`config.mk`:
```
export PLATFORM = sky130hd
export DESIGN_NAME = jtag_dtm_dmi_ctrl
export DESIGN_NICKNAME = d
export VERILOG_FILES = /design/src/rtl/jtag_dtm_dmi_ctrl.sv
export SDC_FILE = /design/constraint.sdc
export NUM_CORES = 1
export LEC_CHECK = 0
export CAP_MARGIN = 20
export CORE_MARGIN = 4
export CORE_UTILIZATION = 33
export CTS_CLUSTER_SIZE = 24
export DETAILED_ROUTE_END_ITERATION = 10
export DONT_BUFFER_PORTS = 1
export SYNTH_ARGS = -nofsm -noshare
export SYNTH_HDL_FRONTEND = slang
export SYNTH_SLANG_ARGS = --single-unit
```
`constraint.sdc`:
```
create_clock -name Capture_clk -period 4.56 [get_ports Capture_clk]
set_input_delay 0.912 -clock Capture_clk [delete_from_list [all_inputs] [get_ports Capture_clk]]
set_output_delay 0.912 -clock Capture_clk [all_outputs]
set_load 0.02 [all_outputs]
```
`src/rtl/jtag_dtm_dmi_ctrl.sv`:
```
// jtag_dtm_dmi_ctrl
// DTM data registers (DTMCS and DMI access) with a valid/ready request and
// valid-only response handshake toward the Debug Module.
//
// Ports
//   Capture_clk            TCK; all state on posedge
//   TRST                   asynchronous active-low reset
//   Reset                  TAP in Test-Logic-Reset, synchronous clear
//   TDI                    serial data in (enters the selected register MSB)
//   Capture_DR/Shift_DR/Update_DR   TAP DR phase strobes
//   dtm_csr_sel            IR selects DTMCS
//   dmi_access_sel         IR selects DMI access
//   dtm_csr_shift_out      DTMCS shift register bit 0
//   dmi_access_shift_out   DMI shift register bit 0
//   dmi_req_*              request channel to the DM (op 1=READ, 2=WRITE)
//   dmi_rsp_*              response channel from the DM (op 0=ok, 2=failed, 3=busy)
//
// state    | meaning
// ST_IDLE  | no transaction outstanding, DMI updates may launch a request
// ST_REQ   | request presented, waiting for dmi_req_ready
// ST_WAIT  | request accepted, waiting for dmi_rsp_valid
module jtag_dtm_dmi_ctrl #(
    parameter int unsigned ABITS   = 7,
    parameter int unsigned DWIDTH  = 32,
    parameter logic [2:0]  IDLE    = 3'd1,
    parameter logic [3:0]  VERSION = 4'd1
) (
    input  logic              Capture_clk,
    input  logic              TRST,
    input  logic              Reset,
    input  logic              TDI,
    input  logic              Capture_DR,
    input  logic              Shift_DR,
    input  logic              Update_DR,
    input  logic              dtm_csr_sel,
    input  logic              dmi_access_sel,
    output logic              dtm_csr_shift_out,
    output logic              dmi_access_shift_out,
    output logic              dmi_req_valid,
    input  logic              dmi_req_ready,
    output logic [ABITS-1:0]  dmi_req_addr,
    output logic [DWIDTH-1:0] dmi_req_data,
    output logic [1:0]        dmi_req_op,
    input  logic              dmi_rsp_valid,
    input  logic [DWIDTH-1:0] dmi_rsp_data,
    input  logic [1:0]        dmi_rsp_op
);

    localparam int unsigned DMI_W   = ABITS + DWIDTH + 2;
    localparam logic [5:0]  ABITS_F = 6'(ABITS);
    localparam logic [1:0]  OP_READ  = 2'd1;
    localparam logic [1:0]  OP_WRITE = 2'd2;

    typedef enum logic [1:0] {
        ST_IDLE = 2'd0,
        ST_REQ  = 2'd1,
        ST_WAIT = 2'd2
    } state_t;

    state_t state_q, state_d;

    logic [31:0]       dtmcs_sr_q, dtmcs_sr_d;
    logic [DMI_W-1:0]  dmi_sr_q, dmi_sr_d;
    logic [1:0]        stat_q, stat_d;
    logic [DWIDTH-1:0] rsp_data_q, rsp_data_d;
    logic [ABITS-1:0]  last_addr_q, last_addr_d;
    logic [ABITS-1:0]  req_addr_q, req_addr_d;
    logic [DWIDTH-1:0] req_data_q, req_data_d;
    logic [1:0]        req_op_q, req_op_d;

    logic              dtm_upd, hardreset, dmireset;
    logic              dmi_cap, dmi_upd, launch, rsp_take, busy;
    logic [1:0]        cap_op;
    logic [ABITS-1:0]  upd_addr;
    logic [DWIDTH-1:0] upd_data;
    logic [1:0]        upd_op;

    // DTMCS update acts even alongside a capture: hardreset outranks it.
    assign dtm_upd   = Update_DR && dtm_csr_sel;
    assign hardreset = dtm_upd && dtmcs_sr_q[17];
    assign dmireset  = dtm_upd && dtmcs_sr_q[16] && !dtmcs_sr_q[17];

    assign dmi_cap  = Capture_DR && dmi_access_sel;
    assign dmi_upd  = Update_DR && dmi_access_sel && !Capture_DR && !Shift_DR;
    assign busy     = (state_q != ST_IDLE);
    assign cap_op   = busy ? 2'd3 : stat_q;

    assign upd_addr = dmi_sr_q[DMI_W-1 -: ABITS];
    assign upd_data = dmi_sr_q[DWIDTH+1:2];
    assign upd_op   = dmi_sr_q[1:0];

    assign launch   = dmi_upd && (stat_q == 2'd0) && !busy &&
                      ((upd_op == OP_READ) || (upd_op == OP_WRITE));
    assign rsp_take = (state_q == ST_WAIT) && dmi_rsp_valid;

    // FSM state register
    always_ff @(posedge Capture_clk or negedge TRST) begin
        if (!TRST) begin
            state_q <= ST_IDLE;
        end else if (Reset) begin
            state_q <= ST_IDLE;
        end else begin
            state_q <= state_d;
        end
    end

    // FSM next state
    always_comb begin
        state_d = state_q;
        case (state_q)
            ST_IDLE: if (launch)        state_d = ST_REQ;
            ST_REQ:  if (dmi_req_ready) state_d = ST_WAIT;
            ST_WAIT: if (dmi_rsp_valid) state_d = ST_IDLE;
            default:                    state_d = ST_IDLE;
        endcase
        if (hardreset) begin
            state_d = ST_IDLE;
        end
    end

    // FSM outputs
    always_comb begin
        dmi_req_valid = (state_q == ST_REQ);
    end

    // Datapath next state
    always_comb begin
        dtmcs_sr_d  = dtmcs_sr_q;
        dmi_sr_d    = dmi_sr_q;
        stat_d      = stat_q;
        rsp_data_d  = rsp_data_q;
        last_addr_d = last_addr_q;
        req_addr_d  = req_addr_q;
        req_data_d  = req_data_q;
        req_op_d    = req_op_q;

        if (Capture_DR && dtm_csr_sel) begin
            dtmcs_sr_d = {14'd0, 1'b0, 1'b0, 1'b0, IDLE, stat_q, ABITS_F, VERSION};
        end else if (Shift_DR && dtm_csr_sel) begin
            dtmcs_sr_d = {TDI, dtmcs_sr_q[31:1]};
        end

        if (dmi_cap) begin
            dmi_sr_d = {last_addr_q, rsp_data_q, cap_op};
        end else if (Shift_DR && dmi_access_sel) begin
            dmi_sr_d = {TDI, dmi_sr_q[DMI_W-1:1]};
        end

        // stat is sticky: each error source only writes while it is still clear
        if (dmireset) begin
            stat_d = 2'd0;
        end
        if (rsp_take && (stat_d == 2'd0)) begin
            case (dmi_rsp_op)
                2'd1, 2'd2: stat_d = 2'd2;
                2'd3:       stat_d = 2'd3;
                default:    stat_d = stat_d;
            endcase
        end
        if (dmi_cap && busy && (stat_d == 2'd0)) begin
            stat_d = 2'd3;
        end
        if (dmi_upd && (stat_q == 2'd0) && busy && (stat_d == 2'd0)) begin
            stat_d = 2'd3;
        end

        if (rsp_take && (req_op_q == OP_READ)) begin
            rsp_data_d = dmi_rsp_data;
        end

        if (launch) begin
            req_addr_d  = upd_addr;
            req_data_d  = upd_data;
            req_op_d    = upd_op;
            last_addr_d = upd_addr;
        end

        if (hardreset) begin
            stat_d     = 2'd0;
            rsp_data_d = '0;
        end
    end

    always_ff @(posedge Capture_clk or negedge TRST) begin
        if (!TRST) begin
            dtmcs_sr_q  <= '0;
            dmi_sr_q    <= '0;
            stat_q      <= '0;
            rsp_data_q  <= '0;
            last_addr_q <= '0;
            req_addr_q  <= '0;
            req_data_q  <= '0;
            req_op_q    <= '0;
        end else if (Reset) begin
            dtmcs_sr_q  <= '0;
            dmi_sr_q    <= '0;
            stat_q      <= '0;
            rsp_data_q  <= '0;
            last_addr_q <= '0;
            req_addr_q  <= '0;
            req_data_q  <= '0;
            req_op_q    <= '0;
        end else begin
            dtmcs_sr_q  <= dtmcs_sr_d;
            dmi_sr_q    <= dmi_sr_d;
            stat_q      <= stat_d;
            rsp_data_q  <= rsp_data_d;
            last_addr_q <= last_addr_d;
            req_addr_q  <= req_addr_d;
            req_data_q  <= req_data_d;
            req_op_q    <= req_op_d;
        end
    end

    assign dtm_csr_shift_out    = dtmcs_sr_q[0];
    assign dmi_access_shift_out = dmi_sr_q[0];
    assign dmi_req_addr         = req_addr_q;
    assign dmi_req_data         = req_data_q;
    assign dmi_req_op           = req_op_q;

endmodule
```
# Word level (Yosys, flattened, before mapping)
# Cells that the tools add are included.
# op_classes
n_eq_ne	11
muxes	29
n_reduce_logical	38
# op_table
operator	n
$mux 32	8
$mux 41	3
$mux 2	14
$logic_and 1x1->1	21
$mux 7	2
$logic_not 2->1	5
$reduce_bool 3->1	3
$eq 2x1->1 const B	4
$eq 2x2->1 const B	4
$ne 4x4->1 const B	2
$pmux 2 s3	1
$logic_not 1->1	4
$ne 4x2->1 const B	1
$pmux 2 s2	1
$reduce_bool 2->1	2
$reduce_and 3->1	1
$reduce_or 2->1	1
$logic_or 1x1->1	1
# totals
regBits	150
in_bits	45

# Depth between registers and ports, before layout
# depth
ltp_word	15
mapped_depth	7
ltp_nobuf	4

# Worst setup path after synthesis
# Ideal clock, no wire load.
# synth_path
path_kind	input-to-reg
start	in Capture_DR
end	reg req_addr_q[0], in the netlist dmi_req_addr[0]
setup_time_ps	121
arrival_time_ps	1973
required_time_ps	4439
path_slack_ps	2466
path_stages	6
n_path_buf	2
cell_sequence	nor4_2 nand4b_1 nor2b_1 buf_2 buf_4 a22o_1
# synth_via
elab_chain_cells	7
# synth_rtl
item	line	source
start: declaration	32	input logic Capture_DR,
$logic_not 1->1	84	assign dmi_upd = Update_DR && dmi_access_sel && !Capture_DR && !Shift_DR;
$logic_and 1x1->1 (2 in a row)	84	
$logic_and 1x1->1 (3 in a row)	92	assign launch = dmi_upd && (stat_q == 2'd0) && !busy &&
$reduce_bool 2->1 (no line)	n/a	
end signal: assignment	209	req_addr_q <= req_addr_d;
end: declaration	67	logic [ABITS-1:0] req_addr_q, req_addr_d;
# Every way passes these cells.
# A chain may end at the register's enable or synchronous reset.

# Worst setup path in the final report
# layout_path
start	in Capture_DR
end	reg req_data_q[14], in the netlist dmi_req_data[14]
# layout_via
elab_chain_cells	7
# layout_rtl
item	line	source
$logic_not 1->1	84	
$logic_and 1x1->1 (2 in a row)	84	
$logic_and 1x1->1 (3 in a row)	92	
$reduce_bool 2->1 (no line)	n/a	
end signal: assignment	210	req_data_q <= req_data_d;
end: declaration	68	logic [DWIDTH-1:0] req_data_q, req_data_d;
# Every way passes these cells.

==> impl_metrics.json <==
{
  "outcome": "completed",
  "synth_cells": 597,
  "vias": 4390,
  "hp-class": "in -> async",
  "period_share_pct": 50.5,
  "syn_to_final_growth_pct": 12.6,
  "diodes": 0,
  "drc_errors": 0,
  "hold_viol": 0,
  "yosysUniqueCellTypes": 33,
  "worstMarginPinSlew_ns": 1.09,
  "cts_tree": "done",
  "cts_made_buffers": 17,
  "layout.cells.non_filler": 817,
  "rsz0062_at_grt": "false",
  "crit_type": "in -> reg",
  "finalSetupViolations": 0,
  "die_width_um": 145,
  "synth_area_um2": 6200,
  "gp_congestion": 0.736,
  "synth_nets": 642,
  "initial_core_util_pct": 34.1,
  "core_um2": 18200,
  "fillers": 1765,
  "ios": 89,
  "wl_per_cell_um": 18.0,
  "die_area_um2": 21100,
  "ant_nets": 0,
  "post_cts_buffers": 0,
  "rows": 49,
  "path_max_fanout": 41,
  "antenna_found_initial": 0,
  "grt_pass1_wl_mm": 24.2,
  "fmax_ghz": 0.435,
  "placed_cells": 785,
  "port_buffers": 0,
  "maxCapViolCount": 0,
  "tns_ns": 0,
  "cts_hold_buf": 0,
  "fin_skew_ns": 0.00851,
  "start_kind": "input pin",
  "htreeDepth": 4,
  "finalWirelength_mm": 14.7,
  "via_per_inst": 5.37,
  "clockBufferDepth": 2,
  "grt_max_degree": 151,
  "hpwl_mm": 9.32,
  "leakagePower_nw": 3.12,
  "crit_family": "simple AND/OR/NAND/NOR gates",
  "placed_area_um2": 6320,
  "arrival_ns": 2.65,
  "cpPeakStageDelay_ns": 0.84,
  "drive_gt1_share_pct": 7.14,
  "p_per_area_nw_per_um2": 411,
  "ys.warnings.count": 0,
  "end_kind": "flip-flop",
  "slew_viol_final": 0,
  "final_common_cell": "nand2_1",
  "nets": 622,
  "clk_latency_ns": 0.41,
  "die_y_um": 145,
  "path_cells": "nor4_2 -> nand4b_1 -> nor2_4 -> a22o_1",
  "cts-root-buf": "clkbuf_16",
  "required_ns": 4.91,
  "ys_ff_latch": 150,
  "cts_resized": 0,
  "path_buf_inv": 0,
  "syn_area_per_cell_um2": 10.4,
  "cts_sinks": 150,
  "min_period_ns": 2.30,
  "ir_worst_vdd_v": 0.000204,
  "seq_area_frac_synth_pct": 60.5,
  "grt.overflow.total": 0,
  "grt_pass1_vias": 4559,
  "relSlewSlack_pct": 27.5,
  "slowest_stage": "nor2_4",
  "clk_pin_slew_ns": 0.06,
  "drt_first_pass_iters": 4,
  "final_cell_mix": "nand2_1, dfrtp_1, a21oi_1, a22o_1, o21ai_1",
  "drtIter0Drc": 359,
  "fin_area_um2": 6980,
  "grt.total_usage_pct": 14.3
}
flip-flops by register name, indices dropped and copies added, names as in the netlist:
signal and cells:
stat_q 2, state_q 2, dtmcs_sr_q 32, dmi_sr_q 41, dmi_req_data 32, dmi_req_addr 7
dmi_req_op 2, rsp_data_q 32
layout make-up:
type | count | area [um^2] | share of cell area [%]
clock inverters | 9 | 151 | 2.17
well taps | 229 | 287 | 4.10
clock buffers | 21 | 460 | 6.59
flip-flops and latches | 150 | 3750 | 53.8
repair buffers | 6 | 85.1 | 1.22
multi-input cells | 402 | 2250 | 32.2
final timing paths:
check,depth (start not counted),from,slack [ns],to
max in group asynchronous,0,TRST,4.14,dmi_sr_q[31]
worst min register to register,2,dmi_sr_q[37],0.52,dmi_sr_q[37]
min in group Capture_clk,2,dmi_sr_q[37],0.52,dmi_sr_q[37]
worst max-delay path,4,Capture_DR,2.26,dmi_req_data[14]
worst min-delay path,0,TRST,0.20,dmi_req_op[1]
worst max register to register,4,stat_q[1],2.30,dmi_req_data[14]
logic make-up after synthesis:
kind of cell,after synthesis,share of synthesized area (%)
simple gates,202,13.2
mux,40,6.48
flops,150,60.5
xor+xnor,1,0.141
buf+inv,45,3.81
compound gates,159,15.9
synth_stat cells:
master / n / area (um^2)
or3b_1: 1 / 8.76
and2_1: 1 / 6.26
mux2_2: 1 / 11.3
buf_1: 1 / 3.75
nand4b_1: 2 / 17.5
a21oi_1: 62 / 310
xor2_1: 1 / 8.76
nor3_1: 3 / 15.0
nand3_1: 1 / 5.00
buf_4: 1 / 7.51
nor3b_1: 1 / 7.51
a31o_1: 1 / 8.76
nor2_1: 10 / 37.5
a211o_1: 2 / 17.5
nand2b_1: 2 / 12.5
buf_2: 15 / 75.1
nor2b_1: 2 / 12.5
o21a_1: 2 / 15.0
a31oi_1: 6 / 37.5
buf_6: 6 / 67.6
nand4_1: 1 / 6.26
mux2i_1: 39 / 390
nand2_1: 175 / 657
o21ai_1: 40 / 200
a22oi_1: 1 / 7.51
nand3b_1: 1 / 7.51
a311oi_1: 2 / 17.5
o21ai_0: 2 / 10.0
dfrtp_1: 150 / 3750
nor3b_2: 1 / 12.5
nor4_2: 1 / 12.5
a22o_1: 41 / 359
clkbuf_1: 22 / 82.6
power breakdown:
group | internal [W] | switching (W)
sequential | 0.00134 | 0.00000368
clock | 0.000936 | 0.000514
combinational | 0.0000213 | 0.0000571
total | 0.00229 | 0.000574
through the flow:
step	hold slack [ns]	util [%]	setup slack (ns)	total power [W]
finish	0.197	38.3	2.26	0.00287
global route	0.172	38.3	2.14	0.00297
CTS	0.176	38.0	2.27	0.00290
detailed placement	0.504	34.7	1.85	0.00144
global placement	0.492	34.7	1.93	0.00143
floorplan	0.472	-	2.47	0.00143
layer usage:
metal / share of wire, % / vias up / track usage [%]
met5: 0 / - / 0
met4: 1.8 / 0 / 5.60
met3: 6.5 / 20 / 5.64
met2: 48 / 129 / 22.9
met1: 44 / 2234 / 17.4
li1: - / 2007 / -
(Power assumes the default switching activity.)
